===== src/rtl/cpu_types_pkg.sv =====
// rtl/cpu_types_pkg.sv - shared CPU types: data word, ALU opcodes, mult/div opcodes
package cpu_types_pkg;

  localparam int WORD_W      = 32;
  localparam int MULDIV_ITER = 32;

  typedef logic [WORD_W-1:0] word_t;

  typedef enum logic [3:0] {
    ALU_ADD  = 4'd0,
    ALU_SUB  = 4'd1,
    ALU_AND  = 4'd2,
    ALU_OR   = 4'd3,
    ALU_XOR  = 4'd4,
    ALU_NOR  = 4'd5,
    ALU_SLT  = 4'd6,
    ALU_SLTU = 4'd7,
    ALU_SLL  = 4'd8,
    ALU_SRL  = 4'd9
  } aluop_t;

  typedef enum logic {
    MD_MULTU = 1'b0,
    MD_DIVU  = 1'b1
  } muldiv_op_t;

endpackage


===== src/rtl/alu_file_if.sv =====
// rtl/alu_file_if.sv - connection bundle between an ALU client and alu_file
interface alu_file_if;
  import cpu_types_pkg::*;

  aluop_t aluop;
  word_t  input_a;
  word_t  input_b;
  word_t  out;
  logic   overflow;

  modport master (output aluop, output input_a, output input_b, input out, input overflow);
  modport slave  (input aluop, input input_a, input input_b, output out, output overflow);

endinterface


===== src/rtl/alu_file.sv =====
// rtl/alu_file.sv - combinational integer ALU with signed overflow detect
module alu_file
  import cpu_types_pkg::*;
(
  alu_file_if.slave aif
);

  word_t w_sum;
  word_t w_diff;

  assign w_sum  = aif.input_a + aif.input_b;
  assign w_diff = aif.input_a - aif.input_b;

  always_comb begin
    aif.out      = '0;
    aif.overflow = 1'b0;
    case (aif.aluop)
      ALU_ADD: begin
        aif.out      = w_sum;
        aif.overflow = (aif.input_a[31] == aif.input_b[31]) && (w_sum[31] != aif.input_a[31]);
      end
      ALU_SUB: begin
        aif.out      = w_diff;
        aif.overflow = (aif.input_a[31] != aif.input_b[31]) && (w_diff[31] != aif.input_a[31]);
      end
      ALU_AND:  aif.out = aif.input_a & aif.input_b;
      ALU_OR:   aif.out = aif.input_a | aif.input_b;
      ALU_XOR:  aif.out = aif.input_a ^ aif.input_b;
      ALU_NOR:  aif.out = ~(aif.input_a | aif.input_b);
      ALU_SLT:  aif.out = {31'd0, $signed(aif.input_a) < $signed(aif.input_b)};
      ALU_SLTU: aif.out = {31'd0, aif.input_a < aif.input_b};
      ALU_SLL:  aif.out = aif.input_a << aif.input_b[4:0];
      ALU_SRL:  aif.out = aif.input_a >> aif.input_b[4:0];
      default:  aif.out = '0;
    endcase
  end

endmodule


===== src/rtl/muldiv_seq.sv =====
// rtl/muldiv_seq.sv - iterative MULTU/DIVU sequencer driving one shared ALU
module muldiv_seq
  import cpu_types_pkg::*;
#(
  parameter int ITER = MULDIV_ITER
)
(
  input  logic       CLK,
  input  logic       nRST,
  input  logic       start,
  input  muldiv_op_t op,
  input  word_t      a,
  input  word_t      b,
  input  logic       flush,
  output logic       busy,
  output logic       done,
  output logic       div_by_zero,
  output word_t      hi,
  output word_t      lo
);

  typedef enum logic [1:0] {
    IDLE = 2'd0,
    MUL  = 2'd1,
    DIV  = 2'd2,
    DONE = 2'd3
  } muldiv_state_t;

  localparam logic [5:0] LP_LAST = 6'(ITER - 1);

  muldiv_state_t r_state;
  word_t         r_acc;
  word_t         r_q;
  word_t         r_opnd;
  logic [5:0]    r_cnt;
  word_t         r_hi;
  word_t         r_lo;
  logic          r_dbz;

  word_t w_r;
  logic  w_s;
  logic  w_c;
  logic  w_ge;
  word_t w_acc_nxt;
  word_t w_q_nxt;

  alu_file_if aluif ();
  alu_file u_alu (.aif(aluif.slave));

  assign w_r  = {r_acc[30:0], r_q[31]};
  assign w_s  = r_acc[31];
  // Unsigned wrap of acc+opnd is the carry out of the add.
  assign w_c  = (aluif.out < r_acc);
  assign w_ge = w_s | (w_r >= r_opnd);

  always_comb begin
    aluif.aluop   = ALU_ADD;
    aluif.input_a = '0;
    aluif.input_b = '0;
    w_acc_nxt     = r_acc;
    w_q_nxt       = r_q;
    case (r_state)
      MUL: begin
        aluif.aluop   = ALU_ADD;
        aluif.input_a = r_acc;
        aluif.input_b = r_opnd;
        if (r_q[0]) {w_acc_nxt, w_q_nxt} = {w_c, aluif.out, r_q[31:1]};
        else        {w_acc_nxt, w_q_nxt} = {1'b0, r_acc, r_q[31:1]};
      end
      DIV: begin
        aluif.aluop   = ALU_SUB;
        aluif.input_a = w_r;
        aluif.input_b = r_opnd;
        w_acc_nxt     = w_ge ? aluif.out : w_r;
        w_q_nxt       = {r_q[30:0], w_ge};
      end
      default: ;
    endcase
  end

  always_ff @(posedge CLK or negedge nRST) begin
    if (!nRST) begin
      r_state <= IDLE;
      r_acc   <= '0;
      r_q     <= '0;
      r_opnd  <= '0;
      r_cnt   <= '0;
      r_hi    <= '0;
      r_lo    <= '0;
      r_dbz   <= 1'b0;
    end else begin
      case (r_state)
        IDLE: begin
          if (start && !flush) begin
            r_acc <= '0;
            r_cnt <= '0;
            if (op == MD_MULTU) begin
              r_q     <= b;
              r_opnd  <= a;
              r_state <= MUL;
            end else if (b != '0) begin
              r_q     <= a;
              r_opnd  <= b;
              r_state <= DIV;
            end else begin
              r_hi    <= a;
              r_lo    <= '1;
              r_dbz   <= 1'b1;
              r_state <= DONE;
            end
          end
        end
        MUL, DIV: begin
          if (flush) begin
            r_state <= IDLE;
          end else begin
            r_acc <= w_acc_nxt;
            r_q   <= w_q_nxt;
            r_cnt <= r_cnt + 6'd1;
            // Commit the post-iteration values so HI/LO include the final step.
            if (r_cnt == LP_LAST) begin
              r_hi    <= w_acc_nxt;
              r_lo    <= w_q_nxt;
              r_dbz   <= 1'b0;
              r_state <= DONE;
            end
          end
        end
        DONE:    r_state <= IDLE;
        default: r_state <= IDLE;
      endcase
    end
  end

  assign busy        = (r_state == MUL) || (r_state == DIV);
  assign done        = (r_state == DONE);
  assign div_by_zero = r_dbz;
  assign hi          = r_hi;
  assign lo          = r_lo;

endmodule


===== config.mk =====
export PLATFORM = sky130hd
export DESIGN_NAME = muldiv_seq
export DESIGN_NICKNAME = d
export VERILOG_FILES = /design/src/rtl/cpu_types_pkg.sv /design/src/rtl/alu_file_if.sv /design/src/rtl/alu_file.sv /design/src/rtl/muldiv_seq.sv
export SDC_FILE = /design/constraint.sdc
export NUM_CORES = 1
export LEC_CHECK = 0
export BUFFER_PORTS_ARGS = -buffer_cell sky130_fd_sc_hd__buf_2
export CAP_MARGIN = 5
export CORE_MARGIN = 3
export CORE_UTILIZATION = 45
export DETAILED_ROUTE_END_ITERATION = 10
export PLACE_DENSITY = 0.68
export SYNTH_ARGS = -nofsm -noshare
export SYNTH_HDL_FRONTEND = slang
export SYNTH_SLANG_ARGS = --single-unit

===== constraint.sdc =====
create_clock -name CLK -period 7.2 [get_ports CLK]
set_input_delay 1.8 -clock CLK [delete_from_list [all_inputs] [get_ports CLK]]
set_output_delay 1.8 -clock CLK [all_outputs]
set_load 0.005 [all_outputs]

==> flow_summary.yaml <==
timing:
  finalHoldViolCount: 0
  finClkSkew_ps: 11.22
  rsz0062_at_grt: "false"
  period_share_pct: 87.32
  tns_ps: 0
  tightest_slew_ps: 1153
  finalSetupViolCount: 0
  drv_slew: 0
  fmax_mhz: 159.1
  slew_headroom_pct: 23.16
  post-route-min-period_ps: 6287
route:
  vias: 12970
  wl_per_cell_um: 21.44
  drtIter0Drc: 1349
  ant_nets: 0
  drt-total-wl_um: 44390
  drc: 0
  drt_pass1_iterations: 6
  viasPerCell: 6.267
synth:
  synth_area_leaders: "dfrtp_1, ha_1, mux2_2"
  syn_inst: 1598
  post-synth-top-area-fraction_pct: 31.10
  synth_top_cell_by_area: "dfrtp_1"
  synth_nets: 1769
  ys_async_sr_fraction_pct: 100.0
  synth_area_um2: 13600
  synth_ff_type: "dfrtp_1"
  ys.warnings.count: 0
  yosysSeqAreaShare_pct: 31.10
  ys_ff_latch: 169
  synth-edff-count: 0
  synth.distinct_cells: 77
  syn_area_per_cell_um2: 8.510
cells_and_area:
  nNetsFinal: 1837
  regArea_um2: 4229
  multiInputGateArea_um2: 8656
  layout-drive-gt1-share_pct: 17.63
  synthToLayoutAreaGrowth_pct: 11.09
  fillers: 2758
  mostFrequentLayoutCells: "dfrtp_1, o21ai_0, nand2_1"
  layout_commonest_cell: "dfrtp_1"
worst_setup_path:
  required_ps: 7500
  cp_max_fo: 44
  setup.worst_path.class: "reg -> reg"
  slowest_delay_ps: 440
  r2r-start: "r_state[0]$_DFFE_PN0P_"
  start_kind: "flip-flop"
  crit_arrival_ps: 6590
  crit_path_top_delay_cell: "a21boi_2"
  cp-end-kind: "flip-flop"
  startpoint: "r_state[0]$_DFFE_PN0P_"
clock_network:
  cts_tree: "built"
  postCtsHoldBufs: 0
  clock_tree.htree_level_count: 4
  cts_root_buf: "clkbuf_16"
  cts_buffers: 17
  cts_setup_buffers: 0
  clk_latency_ps: 440
  cts_resized: 0
  clock_path_buffers: 2
  path_clk_slew_ps: 70
  clock_sinks: 169
hold_path:
  min-delay-path-class: "reg -> reg"
  min_from: "lo[3]$_DFFE_PN0P_"
floorplanning:
  initial_utilization_pct: 45.76
  fp.coreArea_um2: 29720
  dieArea_um2: 32340
  die_w_um: 179.8
  die_y_um: 179.8
  io_pins: 136
  rows: 63
grt:
  grt_max_degree: 107
  grt_remaining_overflow: 0
  grt_pass1_wl_um: 70660
  antenna_found_initial: 1
  track_usage_pct: 26.82
  grt_pass1_vias: 12490
placed_design:
  dp_hpwl_um: 32710
  gp_congestion: 0.9211
  portBuffers: 135
status:
  outcome: "complete, no violations"
run:
  maxCapViolCount: 0
## cells by family (layout without fill, tap and decap cells)
logic type	Yosys count	count (layout)	synth area share [%]
simple gates	416	416	13.99
flops	169	169	31.10
mux	142	142	11.26
other cells	0	1	0
fa+ha+maj	102	102	9.440
compound gates	536	536	25.60
buf+inv	187	268	5.649
xor+xnor	46	46	2.963
## worst max-delay path: cells and delay by family, from the launching register on
kind	cells	cell delay, ps
AO/OA/AOI/OAI	13	2510
XOR/XNOR	1	250
adder cells (fa/ha/maj)	4	1340
buffers and inverters	2	280
flip-flops	1	420
AND/OR/NAND/NOR	8	1330
## layer usage
layer,vias up,global-route usage [%],share of wire [%]
met1,6216,39.46,45
met4,2,7.952,2.5
met3,85,3.926,8.7
met2,661,40.99,44
li1,6009,-,-
met5,-,0,0.016
## registers in the layout, indices dropped and copies added (netlist names)
signal,cells
r_opnd,32
r_cnt,6
lo,32
div_by_zero,1
r_acc,32
r_state,2
r_q,32
hi,32
## cell usage after synthesis, types with 4 or more instances
| master | count |
|---|---|
| and3_1 | 10 |
| and4_1 | 8 |
| buf_6 | 4 |
| a22oi_1 | 67 |
| a21oi_1 | 116 |
| a211oi_1 | 6 |
| nor2b_1 | 8 |
| nand2_1 | 160 |
| mux2_2 | 78 |
| nor2_1 | 123 |
| o22ai_1 | 19 |
| inv_1 | 82 |
| o31ai_1 | 7 |
| nand4_1 | 16 |
| clkbuf_1 | 72 |
| o21ai_1 | 14 |
| dfrtp_1 | 169 |
| buf_1 | 12 |
| nand2b_1 | 12 |
| a222oi_1 | 4 |
| ha_1 | 101 |
| a21boi_0 | 4 |
| nor4_1 | 15 |
| xnor2_1 | 34 |
| and2_1 | 8 |
| nand3_1 | 21 |
| buf_2 | 8 |
| o211ai_1 | 10 |
| o21ai_0 | 166 |
| a31oi_1 | 15 |
| nor3b_1 | 5 |
| xor2_1 | 12 |
| mux2i_1 | 60 |
| buf_4 | 7 |
| nor3_1 | 17 |
| a221o_1 | 31 |
| o21a_1 | 6 |
| a21o_1 | 22 |
## area by class of cell
cell class	instances	area share (%)
multi-input combinational	1242	57.30
sequential	169	27.99
timing repair buffer	152	5.375
tap	390	3.230
clock buffer	21	3.048
inverter	84	2.087
clock inverter	11	0.9525
antenna	1	0.01656
## final timing paths
check / to / depth (start not counted) / slack [ps]
worst max-delay path: r_acc[31]$_DFFE_PN0P_ / 28 / 910
worst min-delay path: lo[3]$_DFFE_PN0P_ / 1 / 480
worst max register to register: r_acc[31]$_DFFE_PN0P_ / 28 / 910
worst min register to register: lo[3]$_DFFE_PN0P_ / 1 / 480
max in group asynchronous: r_q[20]$_DFFE_PN0P_ / 2 / 4280
min in group asynchronous: lo[28]$_DFFE_PN0P_ / 1 / 1530
## stage by stage
step	std cells	setup WS, ps	util, %	hold WS, ps	cell area [um2]
CTS	2069	933.1	50.83	486.9	15100
global placement	2037	1151	48.79	457.4	14500
floorplan	1598	1293	-	465.6	13600
global route	2069	178.9	50.83	500.4	15100
detailed placement	2037	973.8	48.79	472.4	14500
finish	2070	913.0	50.84	483.1	15110
Power is left out: the tool's default activity adds up to more than one toggle a clock period on the data nets, which glitch-free logic cannot reach.
